<file path="src/rtl/lsu_pkg.sv">
// Shared types and constants for the load/store unit: funct3 codes, FSM states,
// latched request record and the alignment/legality check.
package lsu_pkg;

  localparam int XLEN      = 64;
  localparam int MEM_DEPTH = 1024;
  localparam int NUM_LANES = XLEN / 8;

  localparam logic [2:0] F3_B  = 3'b000;
  localparam logic [2:0] F3_H  = 3'b001;
  localparam logic [2:0] F3_W  = 3'b010;
  localparam logic [2:0] F3_D  = 3'b011;
  localparam logic [2:0] F3_BU = 3'b100;
  localparam logic [2:0] F3_HU = 3'b101;
  localparam logic [2:0] F3_WU = 3'b110;

  typedef enum logic [2:0] {IDLE, RD, MRG, WR, RESP} state_t;

  typedef struct packed {
    logic            write;
    logic [2:0]      funct3;
    logic [2:0]      lane;
    logic [XLEN-1:0] wdata;
  } req_t;

  // Illegal encoding or natural-alignment violation; size is funct3[1:0].
  function automatic logic access_err(input logic write, input logic [2:0] funct3,
                                      input logic [2:0] lane);
    logic illegal;
    logic misal;
    illegal = write ? funct3[2] : (funct3 == 3'b111);
    case (funct3[1:0])
      F3_B[1:0]: misal = 1'b0;
      F3_H[1:0]: misal = lane[0];
      F3_W[1:0]: misal = |lane[1:0];
      default:   misal = |lane;
    endcase
    return illegal | misal;
  endfunction

endpackage

</file>
<file path="src/rtl/lsu_align.sv">
// Combinational byte-lane logic: load extract + sign/zero extend, and the
// store merge of new bytes into the doubleword read back from memory.
module lsu_align
  import lsu_pkg::*;
(
  input  logic [XLEN-1:0] rdata,
  input  logic [XLEN-1:0] wdata,
  input  logic [2:0]      lane,
  input  logic [2:0]      funct3,
  output logic [XLEN-1:0] ld_data,
  output logic [XLEN-1:0] st_data
);

  logic                           uns;
  logic [XLEN-1:0]                sh;
  logic [NUM_LANES-1:0]           base, mask;
  logic [NUM_LANES-1:0][7:0]      wsh_b, rd_b, st_b;

  assign uns = funct3[2];
  assign sh  = rdata >> {lane, 3'b000};

  always_comb begin
    ld_data = sh;
    case (funct3[1:0])
      F3_B[1:0]: ld_data = uns ? XLEN'(sh[7:0])  : {{(XLEN-8){sh[7]}},   sh[7:0]};
      F3_H[1:0]: ld_data = uns ? XLEN'(sh[15:0]) : {{(XLEN-16){sh[15]}}, sh[15:0]};
      F3_W[1:0]: ld_data = uns ? XLEN'(sh[31:0]) : {{(XLEN-32){sh[31]}}, sh[31:0]};
      default:   ld_data = sh;
    endcase
  end

  always_comb begin
    base = '1;
    case (funct3[1:0])
      F3_B[1:0]: base = NUM_LANES'(1);
      F3_H[1:0]: base = NUM_LANES'(3);
      F3_W[1:0]: base = NUM_LANES'(15);
      default:   base = '1;
    endcase
  end

  assign mask  = base << lane;
  assign wsh_b = wdata << {lane, 3'b000};
  assign rd_b  = rdata;

  for (genvar i = 0; i < NUM_LANES; i++) begin : g_lane
    assign st_b[i] = mask[i] ? wsh_b[i] : rd_b[i];
  end

  assign st_data = st_b;

endmodule

</file>
<file path="src/rtl/load_store_unit.sv">
// RV64 load/store unit in front of a doubleword-wide memory without byte enables.
// Optional macro LSU_RANGE_CHECK_EN: send out-of-range doubleword indices to the error path.
module load_store_unit
  import lsu_pkg::*;
(
  input  logic            clk,
  input  logic            rst_n,
  input  logic            req_valid,
  output logic            req_ready,
  input  logic            req_write,
  input  logic [2:0]      req_funct3,
  input  logic [XLEN-1:0] req_addr,
  input  logic [XLEN-1:0] req_wdata,
  output logic            resp_valid,
  output logic [XLEN-1:0] resp_rdata,
  output logic            resp_err,
  output logic [XLEN-1:0] mem_addr,
  output logic [XLEN-1:0] mem_wdata,
  output logic            mem_we,
  output logic            mem_re,
  input  logic [XLEN-1:0] mem_rdata
);

  state_t          state, state_nxt;
  req_t            q;
  logic            err_q;
  logic [XLEN-1:0] ld_q, ld_data, st_data;
  logic            acc, range_err, err_now;

`ifdef LSU_RANGE_CHECK_EN
  assign range_err = (req_addr >> 3) >= XLEN'(MEM_DEPTH);
`else
  assign range_err = 1'b0;
`endif

  assign acc       = req_valid & req_ready;
  assign err_now   = access_err(req_write, req_funct3, req_addr[2:0]) | range_err;
  assign req_ready = (state == IDLE) & rst_n;
  // Decoded from state so the async reset kills a pending write immediately.
  assign mem_re    = (state == RD);
  assign mem_we    = (state == WR);

  always_comb begin
    state_nxt = state;
    case (state)
      IDLE: if (acc) begin
        if (err_now)                                        state_nxt = RESP;
        else if (req_write && req_funct3[1:0] == F3_D[1:0]) state_nxt = WR;
        else                                                state_nxt = RD;
      end
      RD:      state_nxt = MRG;
      MRG:     state_nxt = q.write ? WR : RESP;
      WR:      state_nxt = RESP;
      RESP:    state_nxt = IDLE;
      default: state_nxt = IDLE;
    endcase
  end

  lsu_align u_align (
    .rdata   (mem_rdata),
    .wdata   (q.wdata),
    .lane    (q.lane),
    .funct3  (q.funct3),
    .ld_data (ld_data),
    .st_data (st_data)
  );

  always_ff @(posedge clk or negedge rst_n) begin
    if (!rst_n) begin
      state      <= IDLE;
      q          <= '0;
      err_q      <= 1'b0;
      ld_q       <= '0;
      mem_addr   <= '0;
      mem_wdata  <= '0;
      resp_valid <= 1'b0;
      resp_err   <= 1'b0;
      resp_rdata <= '0;
    end else begin
      state <= state_nxt;
      if (acc) begin
        q        <= '{write: req_write, funct3: req_funct3, lane: req_addr[2:0], wdata: req_wdata};
        err_q    <= err_now;
        mem_addr <= {3'b000, req_addr[XLEN-1:3]};
        if (req_write) mem_wdata <= req_wdata;
      end
      if (state == MRG) begin
        if (q.write) mem_wdata <= st_data;
        else         ld_q      <= ld_data;
      end
      resp_valid <= (state == RESP);
      resp_err   <= (state == RESP) & err_q;
      resp_rdata <= (state == RESP && !err_q && !q.write) ? ld_q : '0;
    end
  end

endmodule
</file>
<file path="config.mk">
export PLATFORM = sky130hd
export DESIGN_NAME = load_store_unit
export DESIGN_NICKNAME = d
export VERILOG_FILES = /design/src/rtl/lsu_pkg.sv /design/src/rtl/lsu_align.sv /design/src/rtl/load_store_unit.sv
export SDC_FILE = /design/constraint.sdc
export NUM_CORES = 1
export LEC_CHECK = 0
export BUFFER_PORTS_ARGS = -buffer_cell sky130_fd_sc_hd__buf_2
export CORE_UTILIZATION = 50
export CTS_BUF_LIST = sky130_fd_sc_hd__clkbuf_16
export CTS_CLUSTER_DIAMETER = 50
export CTS_CLUSTER_SIZE = 16
export DETAILED_ROUTE_END_ITERATION = 6
export PLACE_DENSITY = 0.84
export SLEW_MARGIN = 15
export SYNTH_ARGS = -nofsm -noshare
export SYNTH_HDL_FRONTEND = slang
export SYNTH_HIERARCHICAL = 1
export SYNTH_SLANG_ARGS = --single-unit
</file>
<file path="constraint.sdc">
create_clock -name clk -period 2.9 [get_ports clk]
set_clock_uncertainty 0.15 [all_clocks]
set_input_delay 0.29 -clock clk [delete_from_list [all_inputs] [get_ports clk]]
set_output_delay 0.29 -clock clk [all_outputs]
set_load 0.02 [all_outputs]
</file>
# After elaboration in Yosys (flattened, before gate mapping)
# Cells that the tools add are included.
[word_totals]
reg_bits = 330
out_inout_bits = 197
[op_classes]
eq_ne = 11
shifts = 3
mux = 25
n_bitwise = 5
reduce_logical = 11
[ops]
columns = ["operator", "count"]
rows = [
  ["64-bit 2-to-1 mux", 8],
  ["64-bit case mux with 3 select lines", 1],
  ["8-bit 2-to-1 mux", 8],
  ["64-bit by 6-bit << shifter with 64-bit output", 1],
  ["64-bit by 6-bit >> shifter with 64-bit output", 1],
  ["8-bit case mux with 3 select lines", 1],
  ["3-bit case mux with 4 select lines", 1],
  ["3-bit 2-to-1 mux", 3],
  ["8-bit by 3-bit << shifter with 8-bit output", 1],
  ["2-bit equality test (second input constant)", 3],
  ["3-bit by 2-bit equality test with 1-bit output (second input constant)", 2],
  ["3-bit equality test (second input constant)", 2],
  ["2-bit by 1-bit equality test with 1-bit output (second input constant)", 2],
  ["2-bit logical NOT", 2],
  ["1-bit bitwise AND", 3],
  ["3-bit by 1-bit equality test with 1-bit output (second input constant)", 1],
  ["1-bit logical AND", 3],
  ["3-bit logical NOT", 1],
  ["1-bit case mux with 3 select lines", 1],
  ["3-bit OR reduction", 1],
  ["1-bit logical NOT", 2],
  ["2-bit 2-to-1 mux", 1],
  ["2-bit inequality test (second input constant)", 1],
  ["2-bit AND reduction", 1],
  ["4 further kinds", 4],
]

# Longest topological paths before layout
[depth]
ltp_word = 6
depth_mapped = 10

# Cells and area by module
# Netlist, hierarchy kept.
[modules_own_cells]
columns = ["mod", "instances", "cells_per_inst", "area_per_inst_um2"]
rows = [
  ["load_store_unit", 1, 960, 13256.5],
  ["lsu_align", 1, 603, 4463.0],
]

# Worst setup path before layout
# No wires, ideal clock.
[synth_timing]
kind = "reg-to-reg"
start = "register q[64] (netlist bit)"
end = "register ld_q[18]"
arrival_ns = 1.907
required_time_ns = 2.625
setup_slack_ns = 0.719
path_stages_with_launch = 10
n_path_buf = 4
period_less_slack_ns = 2.181
path_cell_list = "dfrtp_1 > buf_6 > buf_6 > buf_6 > buf_4 > mux2i_1 > nand2_1 > a31oi_1 > o211ai_2 > mux2_2"
[synth_between]
elab_chain_len = 3
[synth_lines]
columns = ["element", "line", "text"]
rows = [
  ["from (decl)", "load_store_unit.sv:25", "req_t q;"],
  ["from (signal assigned)", "load_store_unit.sv:82", "q <= '{write: req_write, funct3: req_funct3, lane: req_addr[2:0], wdata: req_wdata};"],
  ["64-bit by 6-bit >> shifter with 64-bit output (*)", "lsu_align.sv:20", "assign sh = rdata >> {lane, 3'b000};"],
  ["64-bit 2-to-1 mux (on tied branches)", "lsu_align.sv:27, lsu_align.sv:25, lsu_align.sv:26", ""],
  ["64-bit case mux with 3 select lines (*)", "lsu_align.sv:24", "case (funct3[1:0])"],
  ["named net ld_data[18]", "load_store_unit.sv:27", "logic [XLEN-1:0] ld_q, ld_data, st_data;"],
  ["to (signal assigned)", "load_store_unit.sv:89", "else ld_q <= ld_data;"],
  ["to (decl)", "load_store_unit.sv:27", ""],
]
# The timed path passes the listed nets; every way through them passes the cells marked *.
# A chain may end at the register's enable or synchronous reset.

# Final worst setup path
[layout_timing]
start = "register q[64] (netlist bit)"
end = "register ld_q[28]"
# The elaborated chain is that of the path after synthesis.

==> impl_metrics.ini <==
[power_and_ir_drop]
switching_share_pct = 43.7
net-switching-power_mw = 11.9
p_leak_nw = 10.9
combPwrFrac_pct = 51.1
p_int_mw = 15.3
p_seq_share_pct = 30.3
power.density_nw_per_um2 = 1200
p_clk_share_pct = 18.6
power.total_mw = 27.2
peakVddDrop_uv = 789

[flow_run]
max_cap_viol_count = 0

[clock_network]
clk_transition_reported_paths_ns = 0.08
cts_tree = done
h-tree-depth = 2
ctsRootBufferMaster = clkbuf_16
cts.sink_count = 330
post_cts_buffers = 0
clk_path_buf_depth = 3
cts_buffers = 37
clk_latency_ns = 0.55

[sta]
rsz0062_at_grt = yes
maxSlewViolCount = 0
final-setup-viol-count = 0
hold_viol_final = 0
finalSetupTns_ns = 0
slew-limit-headroom_pct = 34.7
worst_pin_slew_ns = 0.979
fmax_mhz = 359
min_period_ns = 2.79
fin_crit_sh_pct = 96.0

[cells_and_area]
multi_input_area_um2 = 8600
n_fill_cell = 2605
finalNetCount = 2232
drive_gt1_share_pct = 38.3
regArea_um2 = 8260
area_growth_syn_to_layout_pct = 28.2
final_area_um2 = 22700

[die]
die_h_um = 190
ios = 396
rows = 68
start_util_pct = 51.0
core_area_um2 = 34700
die_area_um2 = 36200
fp.dieW_um = 190

[route]
wirelength_um = 66600
vias_per_cell = 6.32
vias = 15925
first_pass_iters = 6
detail_route.iter0.violations = 1844
ant_nets = 0
post-route-drc-count = 0
wire_per_inst_um = 26.5

[global_routing]
grt_pass1_wl_um = 99500
grt_max_degree = 170
grt_overflow = 0
grt_pass1_vias = 15856
antenna_found_initial = 6
grt_usage_pct = 36.8

[run_status]
outcome = complete, no violations

[hold_path]
hp-class = in2reg
hold_depth = 5

[logic_synthesis]
ys_seq_elements = 330
synth_cell_types = 57
ys_seq_area_share_pct = 46.6
netlist_area_um2 = 17700
synth_area_per_cell_um2 = 11.3
ys_warn_count = 6
syn_inst = 1563
async_reset_ff_share_pct = 100
synth_flop_cell = dfrtp_1
synth_edf_count = 0

[setup_path]
cpPeakStageDelay_ns = 0.72
crit_chain = mux2_2, o22ai_1, or4b_4, o211ai_1, mux2_2
critPathKind = reg2reg
crit_path_start_kind = flop
cp_data_required_time_ns = 3.18
worstPathMaxFanout = 56
cp.arrival_ns = 3.06
rr_worst_depth = 5
slowest_stage = dfrtp_4
crit_top_cell = mux2_2
end_kind = flop

[placed_design]
dp_hpwl_um = 45000
io_buffer_count = 392
gp_congestion = 0.951
post_dp_cell_area_um2 = 20000
[power groups by stage]
| stage | clock network, mW | registers [mW] | logic (mW) |
|---|---|---|---|
| finish | 5.06 | 8.23 | 13.9 |
| global route | 5.30 | 8.39 | 14.6 |
| CTS | 5.10 | 8.09 | 13.5 |
| detailed placement | 0 | 8.14 | 13.3 |
| global placement | 0 | 8.07 | 13.0 |
| floorplan | 0 | 8.53 | 8.49 |
[sequential cells by signal (all words and copies together) (netlist names)]
name        flops
q              71
ld_q           64
mem_wdata      64
resp_rdata     64
mem_addr       61
state           3
err_q           1
resp_err        1
resp_valid      1
[cells by family (layout without fill, tap and decap cells)]
kind of cell | count (synthesis) | count (layout) | synth area share, %
DFF | 330 | 330 | 46.6
AOI/OAI and AO/OA | 341 | 341 | 12.8
other | 1 | 7 | 0.0212
buffers and inverters | 157 | 652 | 5.21
muxes | 363 | 363 | 25.3
and+or+nand+nor | 371 | 371 | 10.1
[cell usage after synthesis, types with 4 or more instances]
library cell	instances	area (um^2)
buf_4	15	113
and2_1	69	432
o22ai_1	4	25.0
mux2_2	171	1930
mux2_1	6	67.6
nor2b_1	11	68.8
nand2_1	134	503
a41oi_1	64	561
nor2_1	106	398
o2111ai_1	8	70.1
dfrtp_1	330	8260
a21oi_1	86	430
o211ai_1	13	97.6
buf_6	29	327
buf_2	48	240
a221o_1	6	60.1
mux4_2	28	631
a2111oi_0	6	52.6
o21ai_0	81	405
mux2i_1	103	1030
o21ai_1	11	55.1
a31oi_1	15	93.8
mux2_4	55	826
inv_1	4	15.0
nand4_1	24	150
a211oi_1	6	45.0
buf_1	5	18.8
a32oi_1	8	70.1
clkbuf_1	54	203
o2bb2ai_1	18	158
[layout by cell type (no fill, tap or decap), drive strengths merged, types with 28 or more instances in the layout]
master       count
dlygate4sd3    133
clkbuf          39
o21ai           92
dfrtp          330
mux2           232
mux2i          103
nand2          134
and2            69
a21oi           86
nor2           106
a41oi           64
mux4            28
buf            447
[area by class of cell]
class                           instances  area share (%)
Antenna cell                            4          0.0441
Clock buffer                           39            4.30
Clock inverter                         27            1.55
Inverter                                6          0.0991
Multi-Input combinational cell       1078            37.8
Sequential cell                       330            36.4
Tap cell                              455            2.51
Timing Repair Buffer                  580            17.3
[worst max-delay path: cells and delay by family (launching register included)]
kind | cells | cell delay, ns
flops | 1 | 0.72
compound gates | 2 | 0.44
mux | 2 | 0.74
simple gates | 1 | 0.58
[repair_timing]
item / 4_1_cts / 5_1_grt
gates resized for setup: 0 / 1
hold endpoints to repair: 211 / 0
endpoints found under the setup margin: 0 / 2
hold buffers: 133 / 0
[per-stage QoR]
step	instances	setup slack [ns]	hold slack (ns)	utilization, %
after floorplan	1565	0.719	-0.156	-
after global placement	2316	0.224	0.0758	57.7
after detailed placement	2316	0.163	0.0776	57.7
after CTS	2515	0.137	0.00324	65.4
after global routing	2519	-0.00749	0.0496	65.4
final	2519	0.115	0.0236	65.4
[layer usage]
metal	GRT usage (%)	part of all wire, %	vias to the layer above
li1	-	-	6648
met4	19.9	5.6	4
met3	6.28	9.1	227
met5	0	0.029	-
met1	49.5	39	7972
met2	56.7	47	1074
[path summary, 6_finish.rpt]
kind | start | end | slack, ns
max | q[64] | ld_q[28] | 0.11
min | mem_rdata[42] | mem_wdata[42] | 0.02
max reg2reg | q[64] | ld_q[28] | 0.11
min reg2reg | ld_q[11] | resp_rdata[11] | 0.31
max in group asynchronous | rst_n | mem_wdata[37] | 0.52
min in group asynchronous | rst_n | q[31] | 0.12
Note: power is estimated with default switching activity, not from simulation.
